File: config.mk
export PLATFORM = sky130hd
export DESIGN_NAME = alu_rr_sched
export DESIGN_NICKNAME = d
export VERILOG_FILES = /design/src/rtl/alu_rr_sched.sv
export SDC_FILE = /design/constraint.sdc
export NUM_CORES = 1
export LEC_CHECK = 0
export ABC_CLOCK_PERIOD_IN_PS = 1500
export CAP_MARGIN = 20
export CELL_PAD_IN_SITES_DETAIL_PLACEMENT = 1
export CELL_PAD_IN_SITES_GLOBAL_PLACEMENT = 1
export CORE_ASPECT_RATIO = 0.7
export CORE_MARGIN = 2
export CORE_UTILIZATION = 28
export CTS_CLUSTER_DIAMETER = 60
export DETAILED_ROUTE_END_ITERATION = 16
export GPL_TIMING_DRIVEN = 0
export PLACE_DENSITY_LB_ADDON = 0.12
export SYNTH_ARGS = -nofsm -noshare
export SYNTH_HDL_FRONTEND = slang
export SYNTH_SLANG_ARGS = --single-unit
File: constraint.sdc
create_clock -name clk -period 1.5 [get_ports clk]
set_clock_uncertainty 0.2 [all_clocks]
set_input_delay 0.3 -clock clk [delete_from_list [all_inputs] [get_ports clk]]
set_output_delay 0.3 -clock clk [all_outputs]
set_load 0.05 [all_outputs]
File: src/rtl/alu_rr_sched.sv
// rtl/alu_rr_sched.sv - round-robin scheduler sharing one ALU between two requesters
module alu_rr_sched #(
    parameter int N = 4
) (
    input  logic         clk,
    input  logic         rst,
    input  logic         req0_valid,
    output logic         req0_ready,
    input  logic [N-1:0] req0_a,
    input  logic [N-1:0] req0_b,
    input  logic [2:0]   req0_mode,
    input  logic         req0_chain,
    input  logic         req1_valid,
    output logic         req1_ready,
    input  logic [N-1:0] req1_a,
    input  logic [N-1:0] req1_b,
    input  logic [2:0]   req1_mode,
    input  logic         req1_chain,
    output logic [N-1:0] alu_a,
    output logic [N-1:0] alu_b,
    output logic         alu_cb_in,
    output logic [2:0]   alu_mode,
    input  logic [N-1:0] alu_res,
    input  logic         alu_cb_out,
    output logic         rsp0_valid,
    output logic         rsp1_valid,
    output logic [N-1:0] rsp_res,
    output logic         rsp_cb,
    output logic         busy
);
    typedef enum logic [1:0] {IDLE, EXEC, RESP} state_t;

    state_t       state_q, state_d;
    logic         last_grant_q, last_grant_d;
    logic [1:0]   carry_q, carry_d;
    logic         sel_q, sel_d;
    logic [N-1:0] a_q, a_d;
    logic [N-1:0] b_q, b_d;
    logic [2:0]   mode_q, mode_d;
    logic         cb_in_q, cb_in_d;
    logic [N-1:0] rsp_res_q, rsp_res_d;
    logic         rsp_cb_q, rsp_cb_d;
    logic [1:0]   rsp_valid_q, rsp_valid_d;

    logic         grant0, grant1;
    logic [2:0]   in_mode;
    logic         in_chain;
    logic         arith;

    // On contention the port that did not win last time is chosen.
    assign grant0 = req0_valid && (!req1_valid || last_grant_q);
    assign grant1 = req1_valid && !grant0;

    assign req0_ready = (state_q == IDLE) && grant0;
    assign req1_ready = (state_q == IDLE) && grant1;

    assign in_mode  = grant1 ? req1_mode  : req0_mode;
    assign in_chain = grant1 ? req1_chain : req0_chain;
    assign arith    = (mode_q[2:1] == 2'b00);

    always_comb begin
        state_d      = state_q;
        last_grant_d = last_grant_q;
        carry_d      = carry_q;
        sel_d        = sel_q;
        a_d          = a_q;
        b_d          = b_q;
        mode_d       = mode_q;
        cb_in_d      = cb_in_q;
        rsp_res_d    = rsp_res_q;
        rsp_cb_d     = rsp_cb_q;
        rsp_valid_d  = 2'b00;
        case (state_q)
            IDLE: begin
                if (grant0 || grant1) begin
                    sel_d        = grant1;
                    a_d          = grant1 ? req1_a : req0_a;
                    b_d          = grant1 ? req1_b : req0_b;
                    mode_d       = in_mode;
                    cb_in_d      = (in_mode == 3'b000 && in_chain) ? carry_q[grant1] : 1'b0;
                    last_grant_d = grant1;
                    state_d      = EXEC;
                end
            end
            EXEC: begin
                rsp_res_d          = alu_res;
                rsp_cb_d           = arith ? alu_cb_out : 1'b0;
                if (arith) begin
                    carry_d[sel_q] = alu_cb_out;
                end
                rsp_valid_d[sel_q] = 1'b1;
                state_d            = RESP;
            end
            default: begin
                state_d = IDLE;
            end
        endcase
    end

    always_ff @(posedge clk) begin
        if (rst) begin
            state_q      <= IDLE;
            last_grant_q <= 1'b1;
            carry_q      <= 2'b00;
            sel_q        <= 1'b0;
            a_q          <= '0;
            b_q          <= '0;
            mode_q       <= 3'b000;
            cb_in_q      <= 1'b0;
            rsp_res_q    <= '0;
            rsp_cb_q     <= 1'b0;
            rsp_valid_q  <= 2'b00;
        end else begin
            state_q      <= state_d;
            last_grant_q <= last_grant_d;
            carry_q      <= carry_d;
            sel_q        <= sel_d;
            a_q          <= a_d;
            b_q          <= b_d;
            mode_q       <= mode_d;
            cb_in_q      <= cb_in_d;
            rsp_res_q    <= rsp_res_d;
            rsp_cb_q     <= rsp_cb_d;
            rsp_valid_q  <= rsp_valid_d;
        end
    end

    assign alu_a      = a_q;
    assign alu_b      = b_q;
    assign alu_cb_in  = cb_in_q;
    assign alu_mode   = mode_q;
    assign rsp0_valid = rsp_valid_q[0];
    assign rsp1_valid = rsp_valid_q[1];
    assign rsp_res    = rsp_res_q;
    assign rsp_cb     = rsp_cb_q;
    assign busy       = (state_q != IDLE);
endmodule

==> impl_summary.txt <==
----------------------------------------------------
[Layout]
  Number of nets in the layout ... 229
  Area growth, synth to finish ... 71.1%
  Final instance area ... about 0.0019 mm^2
  Count of antenna diodes in the layout ... 0
  Layout cells sized above 1 ... between 40% and 50%
  FF/Latch Area ... 509 um^2
  Post-layout instance count excluding filler cells ... approximately 250
  Fin util ... between 40 and 50%
  Area occupied by multi-input gates ... between 600 and 700 um^2
  Filler Cells Inserted ... between 400 and 500

[Clocking]
  Clock buffer depth ... 2
  Clock root buffer ... sky130_fd_sc_hd__clkbuf_8
  Clock transition at path regs ... 0.08 ns
  CTS tree ... yes
  Max H-tree Level ... 1
  CTS sink cnt ... 25
  Insertion delay of the later-clocked pin in the worst-skew pair ... ~0.27 ns
  Post-CTS Hold Buffers ... 0
  TritonCTS Buffers ... 3

[Timing]
  Clock period minus worst slack ... around 1.8 ns
  Setup ws final ... -0.282 ns
  Hold violation count in the final report ... 0
  Endpoints failing setup ... 17
  Max Clk Rate ... 0.561 GHz
  Rel. slew slack ... a little over two thirds
  Setup repair after global routing missed its margin ... true
  Max Transition Viols Final ... 0
  Transition at the pin with the smallest max-transition slack ... between 0.4 and 0.5 ns
  Final worst path period share ... 119%

[Placed design]
  Half-perimeter wire length of the detailed placement result ... approximately 2600 um
  Count of input and output buffers ... 53
  Final GP Congestion ... between 0.7 and 0.8
  Post-Place Cell Area ... between 0.0015 and 0.002 mm^2
  Worst slack at placement ... -1.35 ns
  Total placed cells including tap cells ... approximately 230

[Global routing]
  Via count of the first global-routing pass ... around 1200
  Pin count of the biggest net entering global routing ... 15
  Global route overflow ... 0
  Initial antenna violation count ... 0
  Global-route wire length before repair ... between 5000 and 6000 um
  Total track usage ... about 17%

[Pwr]
  Power Density ... a little under 1000 mW/mm^2
  Worst VDD drop ... roughly 0.40 mV
  Leakage power ... around 0.80 nW

[Synthesis]
  Fraction of the yosys area taken by sequential cells ... between 40 and 50%
  Net Count, Synth ... between 150 and 200
  #FFs+latches synth ... 25
  Combined area of all synthesized cells ... roughly 0.0011 mm^2
  Warnings, synthesis ... 0
  Synthesized netlist cell count ... ~120
  Syn Area/Cell ... between 9 and 10 um^2
  Number of distinct library cells after synthesis ... 26

[Route]
  Total Wirelength ... a little under 4000 um
  Post-detailed-route count of antenna-violating nets ... 0
  Routed WL per cell ... about 16 um
  Vias after detailed routing ... 1187
  Iteration-0 DRC Markers ... 30
  DRC ... 0
  Vias/cell ... about 4.8
  1st-pass router iterations ... 4

[Worst hold path]
  Worst min-delay path endpoint ... last_grant_q
  Type of the tightest min-delay check ... in2reg
  Instance count along the most critical hold path ... 3
  Hold path startpoint ... req0_valid

[Setup path]
  Reg2reg path depth ... 8
  Endpoint arrival time on the critical path ... approximately 1.3 ns
  Worst flop-to-flop path startpoint ... state_q[1]
  Critical-path maximum fanout ... 10
  Required time at the worst-slack endpoint ... 1.00 ns
  Crit Path Category ... reg2out
  Kind of capture point of the worst setup path ... output port
  Worst flop-to-flop path endpoint ... alu_mode[2]
  Register-to-Register Setup Slack ... -0.18 ns
  Element type at the critical path start ... register

[Outcome]
  Violations in the final reports ... setup timing
  Outcome ... finished, violations left

[Die]
  Starting utilization of the core area ... 29.1%
  Die outline height ... between 50 and 60 um
  Standard-cell rows ... 19
  Die outline area ... 0.00458 mm^2
  Num ports ... between 50 and 60
  Core ar. ... around 0.0039 mm^2
  Die Span X ... around 80 um

[Job]
  Max-cap viol count ... 0

----------------------------------------------------
[worst max-delay path, cell delays in order (launching register included)]
cell	delay [ns]
sky130_fd_sc_hd__dfxtp_2	0.35
sky130_fd_sc_hd__a21boi_2	0.27
sky130_fd_sc_hd__buf_6	0.20
sky130_fd_sc_hd__nor2_4	0.05
sky130_fd_sc_hd__buf_6	0.14
[layout by cell type (no fill, tap or decap), types with 3 or more instances in the layout]
cell                              synthesis  final
sky130_fd_sc_hd__nand2_1                 24     23
sky130_fd_sc_hd__buf_4                    0     11
sky130_fd_sc_hd__dfxtp_2                  0      4
sky130_fd_sc_hd__clkdlybuf4s50_1          0     29
sky130_fd_sc_hd__dfxtp_1                 25     20
sky130_fd_sc_hd__a21oi_1                 15     14
sky130_fd_sc_hd__clkbuf_8                 0      3
sky130_fd_sc_hd__buf_2                    6     20
sky130_fd_sc_hd__a311oi_2                10     12
sky130_fd_sc_hd__nor2_1                   9      7
sky130_fd_sc_hd__nor2_4                   0      3
sky130_fd_sc_hd__nand3_1                  4      4
sky130_fd_sc_hd__mux2i_1                  4      4
sky130_fd_sc_hd__buf_6                    2     10
[routing by layer]
metal	part of all wire, %	track usage [%]	vias up
li1	-	-	583
met2	50	29.3	31
met3	3.5	4.59	2
met5	0	0	-
met4	0.36	3.63	0
met1	46	21.7	571
[synth_stat cells]
| cell | instances | area share, % |
|---|---|---|
| sky130_fd_sc_hd__dfxtp_1 | 25 | 44 |
| sky130_fd_sc_hd__nor2_2 | 1 | 0.55 |
| sky130_fd_sc_hd__or2_1 | 1 | 0.55 |
| sky130_fd_sc_hd__clkbuf_1 | 2 | 0.66 |
| sky130_fd_sc_hd__buf_2 | 6 | 2.6 |
| sky130_fd_sc_hd__a311oi_2 | 10 | 13 |
| sky130_fd_sc_hd__nand2b_1 | 1 | 0.55 |
| sky130_fd_sc_hd__o21ai_0 | 2 | 0.88 |
| sky130_fd_sc_hd__nand3_1 | 4 | 1.8 |
| sky130_fd_sc_hd__nor2_1 | 9 | 3.0 |
| sky130_fd_sc_hd__nand2_1 | 24 | 7.9 |
| sky130_fd_sc_hd__nor2b_1 | 1 | 0.55 |
| sky130_fd_sc_hd__and2_4 | 1 | 0.77 |
| sky130_fd_sc_hd__o21ba_2 | 1 | 0.88 |
| sky130_fd_sc_hd__nor4b_1 | 3 | 2.3 |
| sky130_fd_sc_hd__a221o_1 | 1 | 0.88 |
| sky130_fd_sc_hd__or4b_1 | 1 | 0.88 |
| sky130_fd_sc_hd__mux2i_1 | 4 | 3.5 |
| sky130_fd_sc_hd__a311oi_1 | 2 | 1.5 |
| sky130_fd_sc_hd__inv_1 | 2 | 0.66 |
| sky130_fd_sc_hd__a22oi_1 | 1 | 0.66 |
| sky130_fd_sc_hd__a21boi_2 | 1 | 0.99 |
| sky130_fd_sc_hd__a21bo_2 | 1 | 0.88 |
| sky130_fd_sc_hd__nor3_1 | 2 | 0.88 |
| sky130_fd_sc_hd__a21oi_1 | 15 | 6.6 |
| sky130_fd_sc_hd__buf_6 | 2 | 2.0 |
[stage by stage]
stage	hold slack (ns)	total power [mW]	setup TNS (ns)
floorplan	0.244	1.20	-0.445
CTS	0.164	1.92	-0.892
finish	0.184	1.93	-2.13
detailed placement	0.288	1.45	-11.68
global route	0.183	2.02	-3.06
global placement	0.274	1.44	-10.83
[cell families (layout without fill, tap and decap cells)]
group           Yosys count  count (layout)  share of synthesized area, %
buf+inv                  12              84                          5.96
compound gates           34              34                          26.6
simple gates             48              48                          19.8
flops                    25              25                          44.2
mux                       4               4                          3.53
[cell type report]
cell class              count  share of cell area (%)
repair buffers             69                    30.8
clock buffers               3                    2.13
multi-input cells          86                    32.3
clock inverters             1                   0.258
well taps                  52                    3.35
flip-flops and latches     25                    26.3
inverters                   2                   0.581
plain buffers               9                    4.26
[flip-flops by register name, indices dropped and copies added, names as in the netlist]
name / cells
rsp_cb: 1
state_q: 2
last_grant_q: 1
alu_cb_in: 1
carry_q: 2
alu_mode: 3
rsp_res: 4
alu_b: 4
alu_a: 4
rsp_valid_q: 2
sel_q: 1
[repair_timing]
item                       4_1_cts  5_1_grt
setup endpoints to repair       37       29
gates resized for setup        117       32
pin swaps                        5        9
gates cloned                     1        0
setup buffers                    7       10
[worst max path at each step]
stage / startpoint / to / slack [ns]
finish: last_grant_q / req0_ready / -0.28
detailed placement: req0_valid / req0_ready / -1.35
floorplan: state_q[1] / req1_ready / -0.19
global placement: req0_valid / req0_ready / -1.34
global route: last_grant_q / req0_ready / -0.33
CTS: state_q[0] / req0_ready / -0.25
[report_power, final]
group | internal, mW | switching, mW | leakage, nW
combinational | 0.323 | 0.438 | 0.563
clock | 0.186 | 0.211 | 0.0255
sequential | 0.724 | 0.0427 | 0.207
total | 1.23 | 0.692 | 0.795
Note: power is estimated with default switching activity, not from simulation.
